File: src/rtl/nubus_master_req.sv
// NuBus master request/ownership sequencer paired with nubus_arbiter.
// Optional request timeout enabled by defining NUBUS_ARB_TIMEOUT_EN.
module nubus_master_req #(
  parameter int unsigned ARB_CYCLES     = 2,
  parameter int unsigned TIMEOUT_CYCLES = 255
) (
  input  logic       nub_clk,
  input  logic       nub_reset,
  input  logic [3:0] idn,
  input  logic       startn,
  input  logic       ackn,
  input  logic       grant,
  input  logic       mst_req,
  input  logic       mst_lock,
  input  logic       mst_done,
  output logic       rqstn_o,
  output logic       arbcyn,
  output logic       mst_start,
  output logic       mst_own,
  output logic       arb_timeout
);

  typedef enum logic [2:0] {
    IDLE,
    REQ,
    ARB,
    WON,
    OWN
  } state_t;

  localparam logic [3:0] ARB_LOAD = 4'(ARB_CYCLES);

  if (ARB_CYCLES < 2 || ARB_CYCLES > 15 || TIMEOUT_CYCLES == 0) begin : g_bad_cfg
    $error("nubus_master_req: illegal ARB_CYCLES or TIMEOUT_CYCLES");
  end

  state_t     state_q;
  logic       busy_q;
  logic       busy_d;
  logic [3:0] cnt_q;
  logic       bus_free;
  logic       arb_go;
  logic       contending;
  logic       tmo_hit;

  // Attention cycles (start and ack together) leave the bus idle.
  always_comb begin
    busy_d = busy_q;
    if (!ackn) begin
      busy_d = 1'b0;
    end else if (!startn) begin
      busy_d = 1'b1;
    end
    bus_free = !ackn || !busy_d;
    arb_go   = !busy_d || !startn;
  end

  assign contending = (state_q == REQ) || (state_q == ARB) ||
                      (state_q == WON);

`ifdef NUBUS_ARB_TIMEOUT_EN
  localparam int TW = $clog2(TIMEOUT_CYCLES + 1);
  localparam logic [TW-1:0] TMO_MAX = TW'(TIMEOUT_CYCLES);

  logic [TW-1:0] tmo_q;

  assign tmo_hit = contending && mst_req && (tmo_q >= TMO_MAX);

  always_ff @(posedge nub_clk or posedge nub_reset) begin
    if (nub_reset) begin
      tmo_q       <= '0;
      arb_timeout <= 1'b0;
    end else begin
      arb_timeout <= tmo_hit;
      if (contending && mst_req && !tmo_hit) begin
        tmo_q <= tmo_q + 1'b1;
      end else if (state_q == IDLE && mst_req) begin
        tmo_q <= TW'(1);
      end else begin
        tmo_q <= '0;
      end
    end
  end
`else
  assign tmo_hit     = 1'b0;
  assign arb_timeout = 1'b0;
`endif

  always_ff @(posedge nub_clk or posedge nub_reset) begin
    if (nub_reset) begin
      state_q   <= IDLE;
      busy_q    <= 1'b0;
      cnt_q     <= '0;
      rqstn_o   <= 1'b1;
      arbcyn    <= 1'b1;
      mst_start <= 1'b0;
      mst_own   <= 1'b0;
    end else begin
      busy_q    <= busy_d;
      mst_start <= 1'b0;
      if (contending && (!mst_req || tmo_hit)) begin
        state_q <= IDLE;
        rqstn_o <= 1'b1;
        arbcyn  <= 1'b1;
        cnt_q   <= '0;
      end else begin
        unique case (state_q)
          IDLE: begin
            if (mst_req) begin
              state_q <= REQ;
              rqstn_o <= 1'b0;
            end
          end
          REQ: begin
            if (arb_go) begin
              state_q <= ARB;
              arbcyn  <= 1'b0;
              cnt_q   <= ARB_LOAD;
            end
          end
          ARB: begin
            if (cnt_q > 4'd1) begin
              cnt_q <= cnt_q - 4'd1;
            end else begin
              cnt_q <= '0;
              if (!grant) begin
                state_q <= REQ;
                arbcyn  <= 1'b1;
              end else if (bus_free) begin
                state_q   <= OWN;
                rqstn_o   <= 1'b1;
                arbcyn    <= 1'b1;
                mst_start <= 1'b1;
                mst_own   <= 1'b1;
              end else begin
                state_q <= WON;
              end
            end
          end
          WON: begin
            if (bus_free) begin
              state_q   <= OWN;
              rqstn_o   <= 1'b1;
              arbcyn    <= 1'b1;
              mst_start <= 1'b1;
              mst_own   <= 1'b1;
            end
          end
          OWN: begin
            if (mst_done) begin
              if (mst_req && mst_lock) begin
                mst_start <= 1'b1;
              end else begin
                state_q <= IDLE;
                mst_own <= 1'b0;
              end
            end
          end
          default: state_q <= IDLE;
        endcase
      end
    end
  end

  // The card ID must be stable whenever this card is contending or owning.
  always_ff @(posedge nub_clk) begin
    if (!nub_reset && state_q != IDLE) begin
      assert (!$isunknown(idn));
    end
  end

endmodule

File: config.mk
export PLATFORM = sky130hd
export DESIGN_NAME = nubus_master_req
export DESIGN_NICKNAME = d
export VERILOG_FILES = /design/src/rtl/nubus_master_req.sv
export SDC_FILE = /design/constraint.sdc
export NUM_CORES = 1
export LEC_CHECK = 0
export ABC_CLOCK_PERIOD_IN_PS = 1800
export CORE_MARGIN = 1.5
export CORE_UTILIZATION = 51
export CTS_BUF_LIST = sky130_fd_sc_hd__clkbuf_8
export CTS_CLUSTER_DIAMETER = 30
export DETAILED_ROUTE_END_ITERATION = 7
export PLACE_DENSITY = 0.82
export REMOVE_ABC_BUFFERS = 1
export SYNTH_ARGS = -nofsm -noshare
export SYNTH_HDL_FRONTEND = slang
export SYNTH_SLANG_ARGS = --single-unit
File: constraint.sdc
create_clock -name nub_clk -period 1.8 [get_ports nub_clk]
set_input_delay 0.27 -clock nub_clk [delete_from_list [all_inputs] [get_ports nub_clk]]
set_output_delay 0.27 -clock nub_clk [all_outputs]
set_load 0.005 [all_outputs]
Word-level counts from Yosys, hierarchy flattened

Cells that the tools add are included.

Bitwise logic cells: 1
Mux-type cells: 41
Equal/unequal tests: 15
Add/sub/neg operators: 1
Magnitude comparators: 1
Reduce and logical (&&, ||, !) cells: 20

Operator list:

| kind                | number |
|---|---|
| $mux 3              | 9 |
| $mux 1              | 23 |
| $pmux 3 s5          | 1 |
| $mux 4              | 3 |
| $ne 3x3->1 const B  | 4 |
| $pmux 1 s3          | 4 |
| $reduce_and 6->1    | 2 |
| $ne 3x2->1 const B  | 3 |
| $ne 2x2->1 const B  | 4 |
| $pmux 4 s2          | 1 |
| $reduce_bool 4->1   | 2 |
| $eq 3x2->1 const B  | 2 |
| $reduce_bool 3->1   | 2 |
| $gt 4x1->1 const B  | 1 |
| $logic_not 1->1     | 4 |
| $logic_or 1x1->1    | 4 |
| $reduce_and 4->1    | 1 |
| $sub 4x1->4 const B | 1 |
| $eq 3x1->1 const B  | 1 |
| $eq 3x3->1 const B  | 1 |
| $logic_not 3->1     | 1 |
| $reduce_and 3->1    | 1 |
| $logic_and 1x1->1   | 2 |
| $reduce_and 2->1    | 1 |
| $not 1->1           | 1 |

Bits in registers: 12
Input port bits: 12
Logic and storage cells: 86

Longest topological paths before layout

Depth after elaboration: 9
Mapped depth: 6

Worst setup path before layout

Ideal clock, no wire load.

Kind: reg2reg
Start: register cnt_q[0]
End: register arbcyn
Clock period less this slack: 1485 ps
Library setup time: 82 ps
Arrival: 1403 ps
Cell stages (with the launch flop): 7
Path slack: 315 ps
Cell sequence: dfrtp_1 > inv_1 > ha_1 > nor2_2 > o21ai_2 > o221ai_2 > mux2_4

Word-level cells in the longest chain between the ends: 3

RTL lines:

| element                           | RTL line | source |
|---|---|---|
| from (decl)                       | 40       | `logic [3:0] cnt_q;` |
| from (signal assigned)            | 123      | `cnt_q <= cnt_q - 4'd1;` |
| $gt 4x1->1                        | 122      | `if (cnt_q > 4'd1) begin` |
| $ne 3x3->1 (no source line)       | n/a      |  |
| $reduce_and 3->1 (no source line) | n/a      |  |
| to (signal assigned)              | 117      | `arbcyn <= 1'b0;` |
| to (signal assigned)              | 128      | `arbcyn <= 1'b1;` |
| to (signal assigned)              | 132      | `arbcyn <= 1'b1;` |
| to (decl)                         | 17       | `output logic arbcyn,` |

Every way passes these cells.
A chain may end at the register's enable or synchronous reset.

Final worst setup path

Start: register cnt_q[0]
End: register state_q[2]

Word-level cells in the longest chain between the ends: 3

RTL lines:

| element                           | RTL line | source |
|---|---|---|
| $gt 4x1->1                        | 122      |  |
| $ne 3x3->1 (no source line)       | n/a      |  |
| $reduce_and 6->1 (no source line) | n/a      |  |
| to (signal assigned)              | 127      | `state_q <= REQ;` |
| to (signal assigned)              | 130      | `state_q <= OWN;` |
| to (signal assigned)              | 136      | `state_q <= WON;` |
| to (decl)                         | 37       | `state_t state_q;` |

Every way passes these cells.

==> parameters.txt <==
Parameter                              Value

Yosys
  Post-synth EDFFs ... 0
  Async SR Flop Fraction ... 100%
  Register bit total from synthesis ... 12
  Sequential cell area fraction in the yosys report ... 38.2%
  Top cell type's share of synthesized area ... a little under a third
  Cell area after synthesis ... 793 µm²
  Yosys warning total ... 0
  Largest cells by area after synthesis ... sky130_fd_sc_hd__dfrtp_1 32%, sky130_fd_sc_hd__dfstp_2 6.6%, sky130_fd_sc_hd__o21ai_1 4.4%
  Main flop type after synthesis ... sky130_fd_sc_hd__dfrtp_1
  Avg Synthesized Cell Area ... around 9.4 µm²
  Unique cell type count in the Yosys netlist ... between 40 and 50
  Post-Syn Instances ... 84
  Cell type with the largest total area after synthesis ... sky130_fd_sc_hd__dfrtp_1

Critical path
  Number of cells traversed by the worst register-to-register path ... 7
  Start of the worst register-to-register path ... cnt_q[0]
  Largest fanout of any net on the critical path ... 5
  Slack of the worst reg-to-reg path ... about 0.22 ns
  Critical path startpoint ... cnt_q[0]
  Nature of the critical path endpoint ... register
  Kind of launch point of the worst setup path ... register
  Reg2reg end ... state_q[2]
  Required time worst endpoint ... 1.91 ns
  CP arrival ... 1.69 ns
  Classification of the worst setup path ... reg2reg

Finish
  Flip-flop and latch area ... 303 µm²
  Layout cells sized above 1 ... 21.2%
  Final Non-Filler Cells ... 115
  Multi-input logic area ... around 450 µm²
  Final antenna diode count ... 0
  Area added between synthesis and finish ... 23.0%
  Filler Cells Inserted ... between 100 and 150
  Number of nets at the end of the flow ... 114

Drt
  Via count of the routed design ... 717
  Vias/cell ... 6.23
  DR DRC count ... 0
  Routed len/inst ... ~16 µm
  Number of violations reported at the end of detailed-routing iteration 0 ... 28
  Post-route ant nets ... 0
  Final WL ... 1870 µm
  Number of search-and-repair iterations in the first detailed-routing pass ... 4

Timing
  Unrepaired setup endpoints after global routing ... no
  Final number of setup-violating endpoints ... 0
  Final Hold Slack ... 0.335 ns
  Final Critical Period ... 1.58 ns
  Period Utilization, post-route ... 87.7%
  FMAX ... 0.633 GHz
  Final Hold Vio Count ... 0
  Count of final max-slew check failures ... 0
  Setup clock skew after layout ... ~0.0006 ns
  Setup tns final ... 0 ns

Floorplanning
  Std cell rows ... 14
  Number of top-level design ports ... 17
  Initial standard-cell utilization of the core ... 53.3%
  Die Width ... 42.4 µm
  Vert. Die Dim ... 42.4 µm
  Core Region ... 1490 µm²
  DIE AREA ... 1800 µm²

Run status
  Result of the run ... finished, final reports clean

Clock network
  Cts bufs inserted ... 3
  Clock-pin transition on the worst setup and hold timing paths ... 0.05 ns
  CTS Root Buffer Type ... sky130_fd_sc_hd__clkbuf_8
  Hold buffer count at CTS ... 0
  Post-CTS repair timing setup buffer count ... 0
  CTS Sinks ... 12
  Count of H-tree levels built during CTS ... 1
  Post-cts gate resize count ... 0
  Clock tree from TritonCTS ... done
  Max clock buf depth ... 2
  Later-pin clock latency in the skew report ... 0.24 ns

Placed design
  Placed Instances ... 111
  Port Buffer Count ... 11
  Detailed Place HPWL ... roughly 1300 µm
  Final GP Congestion ... 0.840

Hold path
  Min-delay worst type ... in2async

Run
  MaxCap Viol Count ... 0

Global routing
  GRT Residual Overflow ... 0
  First-pass GRT wire length ... 3130 µm
  Global routing usage summed across all routing layers ... 23.6%
  Initial antenna violation count ... 0
  Vias in the first global route ... 668
  Maximum number of pins on one net before global-route repair ... 15

Power and ir drop
  Power density cells ... roughly 1700 nW/µm²
  IR drop worst, VDD ... roughly 830 µV
  Static power due to leakage ... 0.428 nW
-- routing by layer --
metal	GRT usage, %	share of wire [%]	routed length (µm)
met1	33.1	42	777
met3	6.03	7.9	148
met2	33.5	48	901
met5	0	0	0
met4	11.9	2.1	40
-- metrics by stage --
stage	utilization (%)	power, mW	setup WS [ns]	instance area [µm²]
after floorplan	-	1.09	0.315	771
after global placement	62.5	1.32	0.0804	931
after detailed placement	62.5	1.36	0.0187	931
after CTS	65.5	1.62	0.228	976
after global routing	65.5	1.74	0.0654	976
final	65.5	1.62	0.221	976
-- cells in the mapped netlist (2+ instances only) --
| master | instances |
|---|---|
| sky130_fd_sc_hd__dfrtp_1 | 10 |
| sky130_fd_sc_hd__nand2_1 | 8 |
| sky130_fd_sc_hd__o21ai_1 | 7 |
| sky130_fd_sc_hd__a31oi_1 | 5 |
| sky130_fd_sc_hd__inv_1 | 5 |
| sky130_fd_sc_hd__nand2b_1 | 5 |
| sky130_fd_sc_hd__buf_2 | 3 |
| sky130_fd_sc_hd__nor2_1 | 3 |
| sky130_fd_sc_hd__a21oi_1 | 2 |
| sky130_fd_sc_hd__dfstp_2 | 2 |
| sky130_fd_sc_hd__ha_1 | 2 |
| sky130_fd_sc_hd__nand3b_1 | 2 |
| sky130_fd_sc_hd__o31ai_1 | 2 |
-- cells by family (layout without fill, tap and decap cells) --
family	after synthesis	in the layout	synth area share (%)
compound gates	30	30	29.7
xor+xnor	1	1	1.10
simple gates	26	26	18.5
other cells	1	1	0.473
mux	2	2	3.31
buf+inv	10	25	5.68
flops	12	12	38.2
fa+ha+maj	2	2	3.15
-- final cells by class --
type / instances / area share [%]
timing repair buffer: 15 / 14.4
sequential: 12 / 31.0
multi-input combinational: 62 / 45.6
inverter: 6 / 2.31
clock buffer: 3 / 4.23
clock inverter: 1 / 0.385
tap: 16 / 2.05
-- power breakdown --
part           switching, mW  internal [mW]
Sequential             0.163          0.391
Clock                  0.104          0.151
Combinational          0.375          0.439
Total                  0.642          0.980
-- how the worst max path moves through the flow --
stage	to
global route	mst_start
CTS	state_q[2]
finish	state_q[2]
floorplan	arbcyn
global placement	rqstn_o
detailed placement	state_q[1]
-- registers in the layout, indices dropped and copies added (netlist names) --
| register | count |
|---|---|
| arbcyn | 1 |
| busy_q | 1 |
| cnt_q | 4 |
| mst_own | 1 |
| mst_start | 1 |
| rqstn_o | 1 |
| state_q | 3 |
-- critical path, stage by stage, from the launching register on --
cell and delay (ns):
sky130_fd_sc_hd__dfrtp_1 0.43, sky130_fd_sc_hd__inv_1 0.07, sky130_fd_sc_hd__ha_1 0.24, sky130_fd_sc_hd__nor2_2 0.15, sky130_fd_sc_hd__buf_4 0.14, sky130_fd_sc_hd__a2111oi_2 0.04, sky130_fd_sc_hd__o21ai_1 0.24, sky130_fd_sc_hd__o31ai_1 0.13
-- placed cells by master, fill, tap and decap left out, types with 2 or more instances in the layout --
master	Yosys	final
sky130_fd_sc_hd__a21oi_1	2	2
sky130_fd_sc_hd__buf_4	1	4
sky130_fd_sc_hd__inv_1	5	6
sky130_fd_sc_hd__a31oi_1	5	5
sky130_fd_sc_hd__nand3b_1	2	2
sky130_fd_sc_hd__dfrtp_1	10	10
sky130_fd_sc_hd__dfstp_2	2	2
sky130_fd_sc_hd__nor2_1	3	3
sky130_fd_sc_hd__o31ai_1	2	2
sky130_fd_sc_hd__clkbuf_8	0	3
sky130_fd_sc_hd__o21ai_1	7	7
sky130_fd_sc_hd__ha_1	2	2
sky130_fd_sc_hd__clkdlybuf4s50_1	0	11
sky130_fd_sc_hd__nand2b_1	5	5
sky130_fd_sc_hd__nand2_1	8	8
Note: power is estimated with default switching activity, not from simulation.
